[config.mk]
export PLATFORM = sky130hd
export DESIGN_NAME = dm_write_tracer
export DESIGN_NICKNAME = d
export VERILOG_FILES = /design/src/rtl/trace_pkg.sv /design/src/rtl/trace_fifo.sv /design/src/rtl/dm_write_tracer.sv
export SDC_FILE = /design/constraint.sdc
export NUM_CORES = 2
export LEC_CHECK = 0
export CORE_MARGIN = 4
export CORE_UTILIZATION = 55
export DETAILED_ROUTE_END_ITERATION = 10
export PLACE_DENSITY = 0.79
export RECOVER_POWER = 25
export SLEW_MARGIN = 10
export SYNTH_ARGS = -nofsm -noshare
export SYNTH_HDL_FRONTEND = slang
export SYNTH_SLANG_ARGS = --single-unit
[constraint.sdc]
create_clock -name CLOCK_50 -period 12.2 [get_ports CLOCK_50]
set_input_delay 1.83 -clock CLOCK_50 [delete_from_list [all_inputs] [get_ports CLOCK_50]]
set_output_delay 1.83 -clock CLOCK_50 [all_outputs]
set_load 0.02 [all_outputs]
[src/rtl/trace_pkg.sv]
// Shared types for the DM write tracer.
//   trace_entry_t  : one captured store {addr, data, stamp} at the default widths.
//                    Instances size their own copy with the same field order.
//   tracer_state_e : top-level tracer FSM states.
package trace_pkg;

    localparam int unsigned TRACE_N_DEFAULT   = 64;
    localparam int unsigned TRACE_TSW_DEFAULT = 32;

    typedef struct packed {
        logic [TRACE_N_DEFAULT-1:0]   addr;
        logic [TRACE_N_DEFAULT-1:0]   data;
        logic [TRACE_TSW_DEFAULT-1:0] stamp;
    } trace_entry_t;

    typedef enum logic [1:0] {
        CAPTURE,
        DRAIN,
        DONE
    } tracer_state_e;

endpackage

[src/rtl/trace_fifo.sv]
// Circular trace buffer.
//   clk, rst   : clock, asynchronous active-high reset
//   push       : write wr_data (dropped when full unless WRAP=1, which overwrites the oldest)
//   pop        : discard the entry at rd_data (ignored when empty)
//   wr_data    : entry to store
//   rd_data    : oldest entry held
//   count      : entries held, saturates at DEPTH
//   full/empty : occupancy flags
module trace_fifo #(
    parameter int unsigned DEPTH   = 16,
    parameter bit          WRAP    = 1'b0,
    parameter type         entry_t = logic [7:0]
) (
    input  logic                   clk,
    input  logic                   rst,
    input  logic                   push,
    input  logic                   pop,
    input  entry_t                 wr_data,
    output entry_t                 rd_data,
    output logic [$clog2(DEPTH):0] count,
    output logic                   full,
    output logic                   empty
);

    localparam int unsigned PW = $clog2(DEPTH);
    localparam int unsigned CW = PW + 1;

    entry_t          mem [DEPTH];
    logic [PW-1:0]   wr_ptr;
    logic [PW-1:0]   rd_ptr;
    logic            pop_ok;
    logic            push_ok;
    logic            overwrite;

    assign full    = (count == CW'(DEPTH));
    assign empty   = (count == '0);
    assign rd_data = mem[rd_ptr];

    assign pop_ok    = pop && !empty;
    assign push_ok   = push && (!full || pop_ok || WRAP);
    // Overwriting the oldest entry advances the read pointer with the write pointer.
    assign overwrite = push && full && !pop_ok && WRAP;

    always_ff @(posedge clk or posedge rst) begin
        if (rst) begin
            wr_ptr <= '0;
            rd_ptr <= '0;
            count  <= '0;
        end else begin
            if (push_ok) begin
                wr_ptr <= wr_ptr + 1'b1;
            end
            if (pop_ok || overwrite) begin
                rd_ptr <= rd_ptr + 1'b1;
            end
            if (push_ok && !pop_ok && !overwrite) begin
                count <= count + 1'b1;
            end else if (pop_ok && !push_ok) begin
                count <= count - 1'b1;
            end
        end
    end

    always_ff @(posedge clk) begin
        if (push_ok) begin
            mem[wr_ptr] <= wr_data;
        end
    end

endmodule

[src/rtl/dm_write_tracer.sv]
// Data-memory write tracer for processor_arm's DM write port.
// Captures in-window stores with a cycle stamp into a circular buffer and, on a
// rising edge of dump, drains them oldest-first over a valid/ready stream.
//   CLOCK_50, reset             : clock, asynchronous active-high reset
//   DM_writeEnable/addr/writeData : store strobe, address and data
//   dump                        : level input; a 0->1 edge starts a drain
//   out_valid/out_ready         : stream handshake
//   out_addr/out_data/out_stamp : presented trace entry
//   count                       : entries held in the buffer
//   overflow                    : sticky, a store was lost or overwritten
//   drain_done                  : drain finished, buffer empty
module dm_write_tracer
    import trace_pkg::*;
#(
    parameter int unsigned    N       = 64,
    parameter int unsigned    DEPTH   = 16,
    parameter int unsigned    TSW     = 32,
    parameter logic [N-1:0]   ADDR_LO = '0,
    parameter logic [N-1:0]   ADDR_HI = '1,
    parameter bit             WRAP    = 1'b0
) (
    input  logic                   CLOCK_50,
    input  logic                   reset,
    input  logic                   DM_writeEnable,
    input  logic [N-1:0]           DM_addr,
    input  logic [N-1:0]           DM_writeData,
    input  logic                   dump,
    output logic                   out_valid,
    input  logic                   out_ready,
    output logic [N-1:0]           out_addr,
    output logic [N-1:0]           out_data,
    output logic [TSW-1:0]         out_stamp,
    output logic [$clog2(DEPTH):0] count,
    output logic                   overflow,
    output logic                   drain_done
);

    // Same field order as trace_entry_t, sized by this instance's parameters.
    typedef struct packed {
        logic [N-1:0]   addr;
        logic [N-1:0]   data;
        logic [TSW-1:0] stamp;
    } entry_t;

    tracer_state_e  state;
    tracer_state_e  state_nxt;
    logic [TSW-1:0] stamp_cnt;
    logic           dump_q;
    logic           dump_rise;
    logic           lo_ok;
    logic           hi_ok;
    logic           hit;
    entry_t         wr_entry;
    entry_t         rd_entry;
    logic           fifo_push;
    logic           fifo_pop;
    logic           fifo_full;
    logic           fifo_empty;
    logic           load_out;
    logic           finish_drain;
    logic           set_done;
    logic           set_overflow;
    logic           clear_done;

    // Open window bounds are resolved at elaboration so no constant compare is built.
    if (ADDR_LO == '0) begin : g_lo_open
        assign lo_ok = 1'b1;
    end else begin : g_lo
        assign lo_ok = (DM_addr >= ADDR_LO);
    end

    if (ADDR_HI == '1) begin : g_hi_open
        assign hi_ok = 1'b1;
    end else begin : g_hi
        assign hi_ok = (DM_addr <= ADDR_HI);
    end

    assign hit       = DM_writeEnable && lo_ok && hi_ok;
    assign dump_rise = dump && !dump_q;
    assign wr_entry  = '{addr: DM_addr, data: DM_writeData, stamp: stamp_cnt};

    trace_fifo #(
        .DEPTH   (DEPTH),
        .WRAP    (WRAP),
        .entry_t (entry_t)
    ) u_fifo (
        .clk     (CLOCK_50),
        .rst     (reset),
        .push    (fifo_push),
        .pop     (fifo_pop),
        .wr_data (wr_entry),
        .rd_data (rd_entry),
        .count   (count),
        .full    (fifo_full),
        .empty   (fifo_empty)
    );

    always_ff @(posedge CLOCK_50 or posedge reset) begin
        if (reset) begin
            state <= CAPTURE;
        end else begin
            state <= state_nxt;
        end
    end

    always_comb begin
        state_nxt    = state;
        fifo_push    = 1'b0;
        fifo_pop     = 1'b0;
        load_out     = 1'b0;
        finish_drain = 1'b0;
        set_done     = 1'b0;
        set_overflow = 1'b0;
        clear_done   = 1'b0;
        case (state)
            CAPTURE: begin
                fifo_push    = hit;
                set_overflow = hit && fifo_full;
                // A store in the dump cycle is still captured, so it counts toward non-empty.
                if (dump_rise) begin
                    if (fifo_empty && !hit) begin
                        state_nxt = DONE;
                        set_done  = 1'b1;
                    end else begin
                        state_nxt = DRAIN;
                    end
                end
            end
            DRAIN: begin
                set_overflow = hit;
                // Output register is free when empty or being accepted this cycle.
                if (!out_valid || out_ready) begin
                    if (!fifo_empty) begin
                        fifo_pop = 1'b1;
                        load_out = 1'b1;
                    end else begin
                        finish_drain = 1'b1;
                        set_done     = 1'b1;
                        state_nxt    = DONE;
                    end
                end
            end
            DONE: begin
                set_overflow = hit;
                if (!dump) begin
                    clear_done = 1'b1;
                    state_nxt  = CAPTURE;
                end
            end
            default: state_nxt = CAPTURE;
        endcase
    end

    always_ff @(posedge CLOCK_50 or posedge reset) begin
        if (reset) begin
            stamp_cnt  <= '0;
            dump_q     <= 1'b0;
            overflow   <= 1'b0;
            drain_done <= 1'b0;
            out_valid  <= 1'b0;
            out_addr   <= '0;
            out_data   <= '0;
            out_stamp  <= '0;
        end else begin
            stamp_cnt <= stamp_cnt + 1'b1;
            dump_q    <= dump;
            // A store lost on the DONE exit cycle still leaves overflow set.
            if (set_overflow) begin
                overflow <= 1'b1;
            end else if (clear_done) begin
                overflow <= 1'b0;
            end
            if (set_done) begin
                drain_done <= 1'b1;
            end else if (clear_done) begin
                drain_done <= 1'b0;
            end
            if (load_out) begin
                out_valid <= 1'b1;
                out_addr  <= rd_entry.addr;
                out_data  <= rd_entry.data;
                out_stamp <= rd_entry.stamp;
            end else if (finish_drain) begin
                out_valid <= 1'b0;
            end
        end
    end

endmodule

[Word-level counts from Yosys, hierarchy flattened]
Memories as Yosys holds them, arrays and structs flattened. A register that Yosys moved wholly into a read port is not among the register bits.
Index checks and enable logic that the tools add are counted.
Storage, ports and cells
  register bits after elaboration: 51
  bits in writable memories: 2560
  input bits: 133
  word-level logic and storage cells: 74
  memories kept: 1
Operators by class
  add/subtract/negate cells: 5
  eq/ne operators: 7
  multiplexer cells: 28
  reduce and logical (&&, ||, !) cells: 24
Memory list
  u_fifo.mem: depth 16, width 160, rd ports 1, clocked after memory_dff 1, write ports 1, RTL line trace_fifo.sv:28  | entry_t mem [DEPTH];
Operators with widths (count)
  $add A32 B1 Y32 const B: 1
  $mux W1: 18
  $mux W2: 5
  $mux W5: 2
  $add A4 B1 Y4 const B: 2
  $ne A2 B2 Y1 const B: 4
  $reduce_bool A2 Y1: 4
  $logic_and A1 B1 Y1: 7
  $logic_not A1 Y1: 7
  $pmux W2 S3: 1
  $add A5 B1 Y5 const B: 1
  $eq A5 B5 Y1 const B: 1
  $logic_not A5 Y1: 1
  $sub A5 B1 Y5 const B: 1
  $pmux W1 S2: 2
  $reduce_and A4 Y1: 1
  $eq A2 B1 Y1 const B: 1
  $eq A2 B2 Y1 const B: 1
  $logic_not A2 Y1: 1
  $logic_or A1 B1 Y1: 2
  $reduce_or A2 Y1: 1

[Longest topological paths before layout]
  depth after elaboration: 11
  gate-level depth with buffers: 14
  depth with buffers taken out: 12

[By module]
A second synthesis with hierarchy kept.
Second synthesis, totals
  cell total of the unflattened synthesis: 5178
  area total of the unflattened synthesis: 105855.3 sq um
By module, submodules not included
  trace_fifo: times used 1, cells each 4678, area an instance 98104.1 sq um
  dm_write_tracer: times used 1, cells each 500, area an instance 7751.2 sq um

[Worst setup path after synthesis]
OpenSTA, ideal clock, no wires.
  kind: input to register
  start point: in out_ready
  end point: mem u_fifo.mem[3][0] (netlist bit) (enable)
  setup time: 0.875 ns
  arrival: 13.444 ns
  data required time: 11.325 ns
  slack: -2.119 ns
  stages: 5
  buffers on the path: 0
  cell sequence: nand2b_1 -> nand2_1 -> a31oi_2 -> nand2_1 -> nor3_1
On the way
  longest elaborated chain between the ends: 8
RTL lines
  from (decl): RTL line dm_write_tracer.sv:29  | input logic out_ready,
  $logic_or A1 B1 Y1: RTL line dm_write_tracer.sv:132  | if (!out_valid || out_ready) begin
  $mux W1: RTL line dm_write_tracer.sv:132
  $mux W1: RTL line dm_write_tracer.sv:115  | case (state)
  $logic_and A1 B1 Y1: RTL line trace_fifo.sv:39  | assign pop_ok = pop && !empty;
  $logic_or A1 B1 Y1: RTL line trace_fifo.sv:40  | assign push_ok = push && (!full || pop_ok || WRAP);
  $logic_and A1 B1 Y1: RTL line trace_fifo.sv:40
  net u_fifo.push_ok: RTL line trace_fifo.sv:32  | logic push_ok;
  $mux W1: RTL line trace_fifo.sv:65  | if (push_ok) begin
  $mux W1 (implied by the code): RTL line trace_fifo.sv:66  | mem[wr_ptr] <= wr_data;
  to (decl): RTL line trace_fifo.sv:28
The timed path passes the listed nets, and every way through them passes these cells.

==> run_results.csv <==
group,metric,value,unit
outcome,violations,"max-capacitance violations, max-slew violations",
final_layout,multiInputGateArea,0.0212,mm2
timing,worst-slew-pin-transition,4400,ps
synthesis,synth-xor-area-share,0.327,%
synthesis,yosys.area.top_type,"edfxtp_1",
route,via_per_inst,6.45,
synthesis,synthTopCellsByArea,"edfxtp_1 74%, mux4_2 13%, dfrtp_1 5.1%",
worst_setup_path,reg2reg_depth,8,
synthesis,avgSynthCellArea,23.0,um2
route,drt_iter0_drc,5916,
timing,finalWorstPathRequiredPeriod,5900,ps
clocking,clk_pin_slew_worst_paths,60,ps
clocking,htree_levels,5,
final_layout,nets,5118,
worst_setup_path,r2r-end,"u_fifo.mem[5][30]",
clocking,cts.hold.buffers_added,0,
route,wl,242000,um
route,drt-wirelength-per-cell,31.4,um
global_route,grt_antenna_before_repair,43,
synthesis,synth.top_cell.area_share,73.6,%
pwr,leakage,38.1,nW
timing,hold_violations,0,
synthesis,syn_area,0.104,mm2
synthesis,synth-seq-cells,2771,
placed_design,place.gp.congestion,0.762,
global_route,grtUsageTotal,24.7,%
worst_setup_path,arrival,6770,ps
worst_setup_path,crit_fanout,60,
global_route,grt_pass1_wl,358000,um
global_route,grt_max_degree,142,
clocking,cts_resized,0,
clocking,root_buffer,"clkbuf_16",
synthesis,yosysSeqAreaShare,78.7,%
clocking,clk_path_buf_depth,4,
route,num_vias,49695,
route,dr.pass1.iters,8,
final_layout,drive_above_1_share,22.1,%
floorplan,die-area,0.197,mm2
worst_setup_path,r2r_start,"state[1]",
route,topRoutingLayerUsed,"met5",
placed_design,dpl.hpwl,122000,um
floorplan,rows,159,
global_route,globalRouteOverflowTotal,0,
job,cap_violations,1,
clocking,cts_setup_buffers,0,
timing,fin_worst_skew,70.1,ps
floorplan,die_height,444,um
final_layout,fillers,11888,
synthesis,syn_inst,4540,
clocking,clk_latency,920,ps
timing,min_period_over_period,48.3,%
worst_setup_path,slowest_stage,"clkinvlp_2",
synthesis,synthSimpleGateAreaFrac,1.18,%
placed_design,placed_area,0.110,mm2
synthesis,synthDistinctLibCells,44,
pwr,ir_drop,0.000252,V
synthesis,synth.area.mux_share,16.7,%
route,wl_met2,122000,um
worst_setup_path,path_common_cell,"buf_4",
global_route,first_global_vias,52234,
worst_setup_path,end_kind,"asynchronous set/reset pin",
hold_path,min_path_cells,1,
timing,relSlewSlack,-195,%
synthesis,synth_compound_area_share,1.78,%
floorplan,floorplan.initialDensity,55.5,%
synthesis,synth_top_family_by_area,"multiplexers",
worst_setup_path,slowest_delay,2460,ps
timing,clock.fmax,170,MHz
clocking,cts_sinks,2771,
timing,fin_tns_setup,0,ps
timing,slew_viol_final,61,
worst_setup_path,critical_path_class,"input port to asynchronous set/reset pin",
synthesis,synth_fa_ha_area_share,0.199,%
floorplan,io_pins,301,
route,wl_met3,19800,um
timing,setup_viol,0,
clocking,numCtsBuffers,286,
worst_setup_path,r2r_setup_slack,7390,ps
timing,rsz0062_at_grt,"false",
pwr,power_density,227,mW/mm2
route,route.detailed.drc,0,
clocking,tritoncts,"built",
final_layout,regArea,0.0822,mm2
pwr,power,27.0,mW
placed_design,io_buffers,300,
hold_path,hold_start,"out_data[18]",
worst_setup_path,critPathRequiredTime,13080,ps
floorplan,core,0.188,mm2
route,ant_nets,0,
floorplan,die_w,444,um
outcome,status,"complete, but fails checks",
hold_path,min_path_type,"register to register",
hold_path,hold_end,"out_data[18]",
final_layout,fin_area,0.119,mm2
worst_setup_path,start_kind,"input port",
synthesis,synth_fp_nets,4689,
worst_setup_path,path_cells,"dlygate4sd3_1 -> clkinvlp_2 -> buf_4 -> buf_4",
route,met1_length,90800,um
final_layout,areaGrowthSynthToFinish,14.3,%
synthesis,yosys_warnings,0,
==> cells in the final DEF, fill, tap and decap left out, types with 8 or more instances in the layout <==
cell type        Yosys  final
clkinv_1             0     32
inv_1               14     12
edfxtp_1          2560   2560
o221ai_2            19     19
clkbuf_16            0    295
nand2b_1            10     10
clkbuf_8             0     20
buf_12               0     13
a21oi_1             14     14
clkdlybuf4s50_1      0    237
dlygate4sd3_1        0     63
o22ai_1             20     20
mux4_2             620    620
nand4_1             14     14
clkbuf_1            71     74
nor2_4               0     12
nand3_1              8      8
clkinv_2             0     42
a21o_1              12     12
xnor2_1             32     32
diode_2              0     26
nor2b_1             11     11
o221ai_1           131    131
dfrtp_1            211    207
clkinvlp_4           0     10
nand2_1            187    186
a211oi_1            10     10
bufinv_16            0     18
buf_4               11     67
nor3_1              14     10
mux2i_1            344    344
ha_1                15     15
nor2_1              23     11
==> worst max path at each step <==
stage                    from  slack [ps]  cells after the start           endpoint
finish                  reset        6300                      4       out_data[55]
detailed placement  out_ready        5650                      8  u_fifo.mem[5][20]
global placement    out_ready        5850                      8  u_fifo.mem[5][20]
global route            reset        5840                      4       out_data[49]
floorplan           out_ready        2180                      5  u_fifo.mem[15][0]
CTS                 out_ready        6630                      8  u_fifo.mem[5][30]
==> logic make-up (layout without fill, tap and decap cells) <==
logic type	Yosys count	count (layout)
AOI/OAI and AO/OA	215	215
xor gates and xnor gates	39	39
adders and majority gates	16	16
buffers and inverters	254	893
DFF	2771	2771
muxes	964	964
other	0	26
and+or+nand+nor	281	281
==> per-layer routing <==
metal,GRT usage [%],vias to the layer above
met5,0,-
met4,9.75,2
met3,4.48,443
met2,40.1,2868
met1,33.9,26372
li1,-,20010
==> cells in the mapped netlist (all sizes together) <==
cell / count
or2: 1
clkbuf: 72
o221ai: 150
o21ai: 5
fa: 1
nor2: 24
or3: 2
xnor2: 32
buf: 168
nor2b: 11
a31oi: 2
dfrtp: 211
a21bo: 1
mux2i: 344
nand4: 14
xor2: 7
inv: 14
and2b: 1
nor3: 14
o22ai: 20
nand3: 8
a22oi: 1
and3: 3
and2: 1
edfxtp: 2560
a211oi: 10
nand2: 188
a21o: 12
nor4: 3
nand2b: 10
mux4: 620
ha: 15
and4: 1
a21oi: 14
==> critical path, delay by kind of cell <==
| kind | cells | cell delay (ps) |
|---|---|---|
| buf+inv | 4 | 4820 |
==> layout make-up <==
| class | count | share of cell area [%] |
|---|---|---|
| diodes | 26 | 0.0545 |
| clock buffers | 388 | 6.65 |
| clock inverters | 110 | 0.858 |
| inverters | 14 | 0.0514 |
| multi-input cells | 1515 | 17.8 |
| flip-flops and latches | 2771 | 68.9 |
| well taps | 2495 | 2.62 |
| repair buffers | 381 | 3.16 |
==> sequential cells by signal (all words and copies together) (netlist names), 4 cells and up <==
register / count
out_addr: 64
out_data: 64
out_stamp: 32
stamp_cnt: 32
u_fifo.count: 5
u_fifo.mem: 2560
u_fifo.rd_ptr: 4
u_fifo.wr_ptr: 4
==> power by group <==
| part | switching [mW] | internal, mW | total (mW) |
|---|---|---|---|
| registers | 0.591 | 11.2 | 11.7 |
| logic | 3.75 | 3.14 | 6.89 |
| clock network | 3.46 | 4.93 | 8.39 |
==> stage by stage <==
| stage | utilization [%] | setup slack, ps | hold WS, ps | cells |
|---|---|---|---|---|
| finish | 63.4 | 6300 | 477 | 7700 |
| detailed placement | 58.6 | 5650 | 470 | 7176 |
| global placement | 58.6 | 5850 | 460 | 7176 |
| floorplan | - | 2180 | 549 | 4540 |
| global route | 63.4 | 5840 | 500 | 7697 |
| CTS | 63.4 | 6630 | 484 | 7674 |
No activity file was read; power rests on OpenSTA's default activity.
